<file path="src/rtl/id_branch_resolver.sv">
// ID-stage branch resolver: holds the IF prediction of the decoding instruction,
// checks it against the real outcome and drives refetch / predictor-update strobes.
module id_branch_resolver #(
  parameter int          CNT_W       = 16,
  parameter logic [31:0] RESET_PC_ID = 32'h0000_0000
) (
  input  logic             clk,
  input  logic             rst_n,
  input  logic [31:0]      pc_if,
  input  logic             pre_taken_if,
  input  logic [31:0]      pre_bjpc_if,
  input  logic             wpcir,
  input  logic             flush,
  input  logic             id_stall,
  input  logic             is_cbr,
  input  logic             is_jmp,
  input  logic             br_cond,
  input  logic [31:0]      tgt_id,
  output logic [31:0]      pc_id,
  output logic             pre_fch_wrong,
  output logic [31:0]      real_bjpc,
  output logic             real_br_taken,
  output logic             ud_BTB,
  output logic             ud_pdt,
  output logic [CNT_W-1:0] br_cnt,
  output logic [CNT_W-1:0] miss_cnt
);

  logic             valid_id_q, valid_id_d;
  logic [31:0]      pc_id_q, pc_id_d;
  logic             pt_id_q, pt_id_d;
  logic [31:0]      pbj_id_q, pbj_id_d;
  logic             done_q, done_d;
  logic [CNT_W-1:0] br_cnt_q, br_cnt_d;
  logic [CNT_W-1:0] miss_cnt_q, miss_cnt_d;

  logic act_taken_s, res_en_s, tmis_s, wrong_s;

  function automatic logic [CNT_W-1:0] sat_inc(input logic [CNT_W-1:0] v);
    if (&v) begin
      return v;
    end else begin
      return v + {{(CNT_W-1){1'b0}}, 1'b1};
    end
  endfunction

  // Resolve the ID instruction against its prediction; reset forces quiet outputs
  always_comb begin
    act_taken_s = is_jmp | (is_cbr & br_cond);
    res_en_s    = valid_id_q & ~id_stall & ~done_q & (is_cbr | is_jmp);
    tmis_s      = (tgt_id != pbj_id_q);
    wrong_s     = res_en_s & ((act_taken_s ^ pt_id_q) | (act_taken_s & pt_id_q & tmis_s));
    if (rst_n) begin
      real_bjpc = RESET_PC_ID + 32'd4;
    end else if (act_taken_s) begin
      real_bjpc = tgt_id;
    end else begin
      real_bjpc = pc_id_q + 32'd4;
    end
  end

  // Next state of the IF/ID register, done flag and statistics counters
  always_comb begin
    valid_id_d = valid_id_q;
    pc_id_d    = pc_id_q;
    pt_id_d    = pt_id_q;
    pbj_id_d   = pbj_id_q;
    done_d     = done_q;
    if (wpcir) begin
      pc_id_d    = pc_if;
      pt_id_d    = pre_taken_if;
      pbj_id_d   = pre_bjpc_if;
      done_d     = 1'b0;
      valid_id_d = ~(flush | wrong_s);
    end else begin
      if (flush) begin
        valid_id_d = 1'b0;
      end else begin
        valid_id_d = valid_id_q;
      end
      // Marks a held instruction as resolved so strobes fire only once
      if (res_en_s) begin
        done_d = 1'b1;
      end else begin
        done_d = done_q;
      end
    end
    if (res_en_s) begin
      br_cnt_d = sat_inc(br_cnt_q);
    end else begin
      br_cnt_d = br_cnt_q;
    end
    if (wrong_s) begin
      miss_cnt_d = sat_inc(miss_cnt_q);
    end else begin
      miss_cnt_d = miss_cnt_q;
    end
  end

  // State registers; rst_n is an active-high asynchronous reset
  always_ff @(posedge clk or posedge rst_n) begin
    if (rst_n) begin
      valid_id_q <= 1'b0;
      pc_id_q    <= RESET_PC_ID;
      pt_id_q    <= 1'b0;
      pbj_id_q   <= 32'h0000_0000;
      done_q     <= 1'b0;
      br_cnt_q   <= {CNT_W{1'b0}};
      miss_cnt_q <= {CNT_W{1'b0}};
    end else begin
      valid_id_q <= valid_id_d;
      pc_id_q    <= pc_id_d;
      pt_id_q    <= pt_id_d;
      pbj_id_q   <= pbj_id_d;
      done_q     <= done_d;
      br_cnt_q   <= br_cnt_d;
      miss_cnt_q <= miss_cnt_d;
    end
  end

  assign pc_id         = pc_id_q;
  assign pre_fch_wrong = wrong_s;
  assign real_br_taken = res_en_s & act_taken_s;
  assign ud_pdt        = res_en_s & is_cbr;
  assign ud_BTB        = res_en_s & act_taken_s & (~pt_id_q | tmis_s);
  assign br_cnt        = br_cnt_q;
  assign miss_cnt      = miss_cnt_q;

endmodule
</file>
<file path="config.mk">
export PLATFORM = sky130hd
export DESIGN_NAME = id_branch_resolver
export DESIGN_NICKNAME = d
export VERILOG_FILES = /design/src/rtl/id_branch_resolver.sv
export SDC_FILE = /design/constraint.sdc
export NUM_CORES = 1
export LEC_CHECK = 0
export ABC_CLOCK_PERIOD_IN_PS = 8100
export BUFFER_PORTS_ARGS = -buffer_cell sky130_fd_sc_hd__buf_2
export CAP_MARGIN = 20
export CELL_PAD_IN_SITES_DETAIL_PLACEMENT = 2
export CELL_PAD_IN_SITES_GLOBAL_PLACEMENT = 2
export CORE_UTILIZATION = 32
export DETAILED_ROUTE_END_ITERATION = 10
export PLACE_DENSITY_LB_ADDON = 0.1
export RECOVER_POWER = 50
export SKIP_CTS_REPAIR_TIMING = 1
export SLEW_MARGIN = 15
export SYNTH_ARGS = -nofsm -noshare
export SYNTH_HDL_FRONTEND = slang
export SYNTH_SLANG_ARGS = --single-unit
</file>
<file path="constraint.sdc">
create_clock -name clk -period 8.1 [get_ports clk]
set_input_delay 1.215 -clock clk [delete_from_list [all_inputs] [get_ports clk]]
set_output_delay 1.215 -clock clk [all_outputs]
set_load 0.05 [all_outputs]
</file>
After elaboration in Yosys (flattened, before gate mapping)

Index checks and enable logic that the tools add are counted.

Register bits: 99
Input port bits: 105
Output and inout port bits: 100
Logic and storage cells: 45

Add/subtract/negate cells: 3
Equality and inequality tests: 1
Muxes and demuxes: 6
Bitwise operators: 22
Reductions and logical operators: 6

Operators with widths:

| kind                                           | count |
|---|---|
| 2-to-1 mux 32 bit                              | 2 |
| adder 16 x 1 -> 16 bit (second input constant) | 2 |
| adder 32 x 3 -> 32 bit (second input constant) | 1 |
| != test 32 bit                                 | 1 |
| AND reduction 16 bit                           | 2 |
| bitwise AND 1 bit                              | 10 |
| NOT 1 bit                                      | 6 |
| OR 1 bit                                       | 5 |
| 2-to-1 mux 1 bit                               | 4 |
| AND reduction 2 bit                            | 2 |
| nonzero test 2 bit                             | 2 |
| bitwise XOR 1 bit                              | 1 |

Depth between registers and ports, before layout

Gate-level depths: netlist of run 1.

Word-level depth: 9
Mapped depth: 8
Mapped depth without buffers: 7

Least setup slack after synthesis of run 1

OpenSTA, ideal clock, no wires.

Kind: input to output
Start: input port rst_n
End: output port real_bjpc[2]
Arrival time: 6.044 ns
Data required time: 6.885 ns
Slack: 0.841 ns
Cell stages on the path: 4
Buffers on the path: 2
Path through: clkbuf_1 -> inv_1 -> clkbuf_1 -> o211ai_1

Cells in the longest elaborated chain, start to end: 1

Ends and longest elaborated chain:

| element           | line | source |
|---|---|---|
| start, declared   | 8    | `input logic rst_n,` |
| 2-to-1 mux 32 bit | 53   | `if (rst_n) begin` |
| end, declared     | 21   | `output logic [31:0] real_bjpc,` |

Every way passes these cells.

Worst setup path after layout of run 1

Same ends and word-level chain as after synthesis.

==> out/metrics.yaml, run 1 <==
status:
  status: "finished, violations left"
  violations: "max-capacitance violations, max-slew violations"
sta:
  setup_viol: 0
  slew_headroom: -1.65
  finalCriticalPeriod_ns: 4.73
  post-route-period-util: 0.584
  fmax_mhz: 212
  finalSetupTns_ns: 0
  final_max_slew_viol_count: 72
  hold_violations: 0
  worst_pin_slew_ns: 3.98
  skew_ns: 0.00939
  rsz0062_at_grt: "false"
finish:
  final_area_um2: 6900
  nNetsFinal: 800
  fillCellCount: 1863
  register_area_um2: 2480
  layout_commonest_cell: "buf_2"
  drive_gt1_frac: 0.395
  multi_input_area_um2: 2830
  area_delta_synth_final_pct: 26.7
  layout_common_cells: "buf_2, dfrtp_1, xor2_1"
setup_path:
  cp-end-kind: "output pin"
  critPathKind: "input port to output pin"
  critPathArrivalTime_ns: 3.51
  start_kind: "input port"
  cp.required_ns: 6.88
  critPathMaxFanout: 67
power:
  irDropWorstVdd_uv: 103
  cellLeakagePower_nw: 3.14
  powerDensity_nw_per_um2: 213
placed_design:
  hpwlAfterDp_mm: 13.6
  port_buffers: 204
  place_area_um2: 6650
  place_congestion: 0.771
clock_tree:
  clkTransAtPathRegs_ns: 0.07
  ctsHtreeMaxLevel: 3
  cts_buffers: 9
  insertion_delay_ns: 0.35
  cts_tree: "built"
  clkSinkCount: 99
  cts_root_buf: "clkbuf_16"
  cts_buffer_depth: 2
global_route:
  grtUsageMet2: 0.370
  grtUsageMet1: 0.256
  grt_max_degree: 72
  grt_first_pass_wirelength_mm: 28.3
  grt_pass1_vias: 5074
  overflow: 0
  grt.met3_usage: 0.0437
  grt_use_total: 0.209
  grt_antenna_before_repair: 3
  grt.busiest_layer: "met2"
floorplanning:
  core.rowCount: 47
  dieArea_um2: 17500
  io_pins: 205
  die_w_um: 132
  coreArea_um2: 16600
  die_h_um: 132
  start_util: 0.328
logic_synthesis:
  syn_inst: 496
  synthTopCellsByArea: "dfrtp_1, mux2_2, xor2_1"
  yosysWarnings: 0
  synth_area_um2: 5440
  synth_cell_types: 43
  synth_top_area_cell: "dfrtp_1"
  ys_ff_latch: 99
  syn_nets: 605
  synthDominantCellAreaShare: 0.455
  avgSynthCellArea_um2: 11.0
  synth-seq-area-share: 0.455
run:
  drv_cap: 1
route:
  vias: 4542
  viasPerCell: 4.94
  ant_nets: 0
  drcViolationCount: 0
  drt_iter0_drc: 131
  wl_per_cell_um: 19.3
  wirelength_mm: 17.8
  dr.pass1.iters: 4
hold_path:
  min_path_type: "register to register"
## layer usage
layer / routed length (um) / share of wire / vias to the layer above
met5: 0 / 0 / -
met4: 153 / 0.0086 / 0
met3: 803 / 0.045 / 11
met2: 9200 / 0.52 / 109
met1: 7620 / 0.43 / 2276
li1: - / - / 2146
## report_power, final
part	switching (mW)	internal, mW
combinational	0.300	0.131
clock	0.195	0.225
sequential	0.0679	0.547
## worst max-delay path, stage by stage
cell      delay (ns)
clkbuf_1        0.73
inv_4           0.56
buf_4           0.52
o211ai_1        0.17
buf_2           0.29
## flip-flops by register name (all words and copies together) (netlist names)
| signal | flops |
|---|---|
| br_cnt | 16 |
| pc_id | 32 |
| done_q | 1 |
| miss_cnt | 16 |
| pbj_id_q | 32 |
| valid_id_q | 1 |
| pt_id_q | 1 |
## synthesized netlist by cell type
| cell type | instances |
|---|---|
| and4_4 | 1 |
| nor4b_2 | 1 |
| a41oi_4 | 1 |
| nor3_1 | 4 |
| or3_1 | 3 |
| xor2_1 | 61 |
| a211o_4 | 1 |
| o21ai_1 | 1 |
| or4_1 | 1 |
| nor3_2 | 7 |
| a211oi_1 | 13 |
| inv_1 | 8 |
| and4_1 | 7 |
| nor4_1 | 9 |
| nor2_1 | 31 |
| clkbuf_1 | 17 |
| o211ai_1 | 1 |
| nand2_2 | 1 |
| nor2_2 | 2 |
| a21oi_1 | 18 |
| dfrtp_1 | 99 |
| nor4_4 | 1 |
| nor3_4 | 1 |
| o31a_1 | 1 |
| nand3_1 | 19 |
| nor4_2 | 3 |
| or2_2 | 1 |
| o21a_1 | 1 |
| and3_4 | 2 |
| ha_1 | 4 |
| a31oi_1 | 1 |
| a311oi_1 | 2 |
| xnor2_1 | 26 |
| nand4_1 | 11 |
| nand4_4 | 1 |
| buf_6 | 5 |
| mux2_2 | 63 |
| nand2_1 | 33 |
| o21ai_0 | 19 |
| and3_1 | 8 |
| nor3b_1 | 2 |
| and2_1 | 4 |
| mux2_4 | 1 |
## final timing paths
| check | from | endpoint | slack, ns | cells past startpoint |
|---|---|---|---|---|
| max | rst_n | real_bjpc[2] | 3.37 | 5 |
| min | miss_cnt[9] | miss_cnt[9] | 0.48 | 1 |
| max reg2reg | pbj_id_q[10] | miss_cnt[1] | 5.42 | 6 |
| min reg2reg | miss_cnt[9] | miss_cnt[9] | 0.48 | 1 |
| max in group asynchronous | rst_n | miss_cnt[12] | 5.47 | 3 |
| min in group asynchronous | rst_n | pbj_id_q[14] | 1.50 | 2 |
## stage by stage
step | setup slack [ns] | utilization | hold slack [ns] | power, mW | instances
after floorplan | 0.841 | - | 0.491 | 0.922 | 496
after global placement | 3.61 | 0.401 | 0.465 | 1.04 | 900
after detailed placement | 3.56 | 0.401 | 0.472 | 1.06 | 900
after CTS | 3.56 | 0.418 | 0.484 | 1.49 | 916
after global routing | 3.08 | 0.416 | 0.521 | 1.54 | 917
final | 3.37 | 0.416 | 0.483 | 1.47 | 919
## cell type report
class,count,share of cell area
sequential,99,0.359
clock inverter,4,0.00363
tap,220,0.0399
timing repair buffer,206,0.144
clock buffer,12,0.0372
antenna,3,0.00109
multi-input combinational,367,0.410
inverter,8,0.00472
## kinds of logic after synthesis
kind of cell | Yosys count | synth area share
compound gates | 59 | 0.0699
buf+inv | 30 | 0.0276
simple gates | 153 | 0.165
mux | 64 | 0.133
xor+xnor | 87 | 0.140
fa+ha+maj | 4 | 0.00920
flops | 99 | 0.455
No activity file was read; power rests on OpenSTA's default activity.
==> inputs of run 2 (changes only) <==
Settings changed: ABC_AREA set to 1, ABC_CLOCK_PERIOD_IN_PS 8100 to 4000, CORE_UTILIZATION 32 to 24.
Clock period 8.1 ns to 4 ns, I/O delays scaled along.
==> run 2 against run 1 <==
The run still ends with max-capacitance violations, max-slew violations left. Area after synthesis increased by 9.5%. Worst setup slack got worse by 2.6 ns. Die area increased by 45%. Design area increased by 11%. Critical endpoint is now real_bjpc[26].
==> out/metrics.yaml, run 2 <==
route:
  drt_iter0_drc: 252
  ant_nets: 0
  viasPerCell: 4.46
  vias: 6031
  wirelength_mm: 23.2
  wl_per_cell_um: 17.2
  dr.pass1.iters: 4
  drcViolationCount: 0
setup_path:
  critPathKind: "register to output pin"
  cp.required_ns: 3.40
  start_kind: "register"
  critPathMaxFanout: 6
  cp-end-kind: "output pin"
  critPathArrivalTime_ns: 2.64
  r2r_slack_ns: 1.70
clock_tree:
  cts_buffer_depth: 2
  clkTransAtPathRegs_ns: 0.08
  cts_tree: "built"
  ctsHtreeMaxLevel: 3
  insertion_delay_ns: 0.36
  cts_buffers: 9
  clkSinkCount: 99
  cts_root_buf: "clkbuf_16"
finish:
  layout_commonest_cell: "nand2_1"
  area_delta_synth_final_pct: 28.2
  nNetsFinal: 1130
  layout_common_cells: "nand2_1, buf_2, inv_1, dfrtp_1, nor2_1"
  drive_gt1_frac: 0.224
  layoutNonFillerInstCount: 1352
  final_area_um2: 7640
  fillCellCount: 3008
global_route:
  grt_first_pass_wirelength_mm: 37.0
  grt_use_total: 0.189
  grt_antenna_before_repair: 7
  grt_max_degree: 100
  overflow: 0
  grt_pass1_vias: 6607
logic_synthesis:
  synth-main-ff-cell: "dfrtp_1"
  avgSynthCellArea_um2: 7.20
  synth_most_common_cell: "nand2_1"
  async_flop_share: 1.00
  synth_cell_types: 32
  synthTopCellsByArea: "dfrtp_1, nand2_1, inv_1"
  synth_edf_count: 0
  synthDominantCellAreaShare: 0.416
  synth-seq-area-share: 0.416
  syn_inst: 827
  synth_area_um2: 5960
  ys_ff_latch: 99
  yosysWarnings: 0
  syn_nets: 936
  synthTopCellsByCount: "nand2_1, inv_1, dfrtp_1, nor2_1, o21ai_0"
  synth_top_area_cell: "dfrtp_1"
placed_design:
  placedCellCount: 1334
  place_area_um2: 7340
  port_buffers: 204
  place_congestion: 0.735
  hpwlAfterDp_mm: 18.1
floorplanning:
  core.rowCount: 57
  die_w_um: 160
  coreArea_um2: 24300
  die_h_um: 160
  dieArea_um2: 25500
  start_util: 0.245
  io_pins: 205
sta:
  finalCriticalPeriod_ns: 3.24
  finalSetupTns_ns: 0
  post-route-period-util: 0.811
  setup_viol: 0
  hold_violations: 0
  worst_pin_slew_ns: 1.96
  fin_hold_ws_ns: 0.439
  slew_headroom: -0.308
  skew_ns: 0.0104
  final_max_slew_viol_count: 165
  rsz0062_at_grt: "false"
  fmax_mhz: 308
status:
  violations: "max-capacitance violations, max-slew violations"
  status: "finished, violations left"
power:
  p_int_mw: 1.84
  irDropWorstVdd_uv: 335
  finalPower_mw: 3.07
  powerDensity_nw_per_um2: 402
  p_clk_frac: 0.315
  p_sw_frac: 0.401
  combPwrFrac: 0.288
  pwr-share-seq: 0.396
  net-switching-power_mw: 1.23
  cellLeakagePower_nw: 4.11
hold_path:
  min_path_type: "input port to register"
run:
  drv_cap: 3
## run 2: cell count changes after synthesis, sizes merged, moves of 13 or more
cell / previous run / this run
nand2: 34 / 276
inv: 8 / 100
mux2: 64 / 1
nor2: 33 / 84
o21ai: 20 / 64
xor2: 61 / 34
nand4: 12 / 27
a211oi: 13 / 0
## run 2: logic make-up (layout without fill, tap and decap cells)
kind of cell,Yosys count,count (layout),synth area share
AO/OA/AOI/OAI,84,84,0.0737
flip-flops,99,99,0.416
multiplexers,1,1,0.00189
buffers and inverters,132,331,0.0853
adder cells (fa/ha/maj),4,4,0.00840
AND/OR/NAND/NOR,436,436,0.311
XOR/XNOR,71,71,0.104
other,0,2,0
## run 2: path summary, 6_finish.rpt
| kind | from | to | cells after the start |
|---|---|---|---|
| worst max-delay path | pc_id[2] | real_bjpc[26] | 12 |
| worst min-delay path | pre_bjpc_if[6] | pbj_id_q[6] | 3 |
| worst max register to register | pbj_id_q[25] | miss_cnt[3] | 11 |
| worst min register to register | pbj_id_q[15] | pbj_id_q[15] | 2 |
| max in group asynchronous | rst_n | pbj_id_q[23] | 3 |
| min in group asynchronous | rst_n | pc_id[9] | 2 |
## run 2: power by group through the flow
stage | sequential [mW] | clock [mW] | combinational (mW)
2_1_floorplan | 1.43 | 0 | 0.403
6_report | 1.22 | 0.967 | 0.884
3_3_place_gp | 1.24 | 0 | 0.894
5_1_grt | 1.24 | 1.04 | 0.964
3_5_place_dp | 1.24 | 0 | 0.904
4_1_cts | 1.22 | 1.02 | 0.907
## run 2: routing by layer
layer	GRT usage	vias up	wire length, um
met5	0	-	71
met4	0.0420	10	253
met1	0.234	2914	10300
li1	-	2961	-
met2	0.334	122	11600
met3	0.0401	24	1000
## run 2: metrics by stage
step	setup WS, ns	utilization
after floorplan	0.210	-
after global placement	1.17	0.302
after detailed placement	1.13	0.302
after CTS	0.713	0.315
after global routing	0.466	0.314
final	0.758	0.314
## run 2: area by class of cell
class                   instances  area, um2  area share
clock buffers                   9        225      0.0295
repair buffers                212       1060       0.138
clock inverters                 7       95.1      0.0125
diodes                          2       5.00    0.000655
multi-input cells             596       2980       0.391
flip-flops and latches         99       2480       0.324
well taps                     324        405      0.0531
inverters                     103        389      0.0510
## run 2: critical path: stages, from the launching register on
cell and delay (ns):
dfrtp_1 0.45, ha_1 0.22, nand2_1 0.07, nor2_2 0.15, nand2_1 0.14, nor2_4 0.18
nand4_1 0.23, nor2_1 0.24, nand2_1 0.08, nand3_1 0.10, o211ai_1 0.09, inv_1 0.08
buf_2 0.25
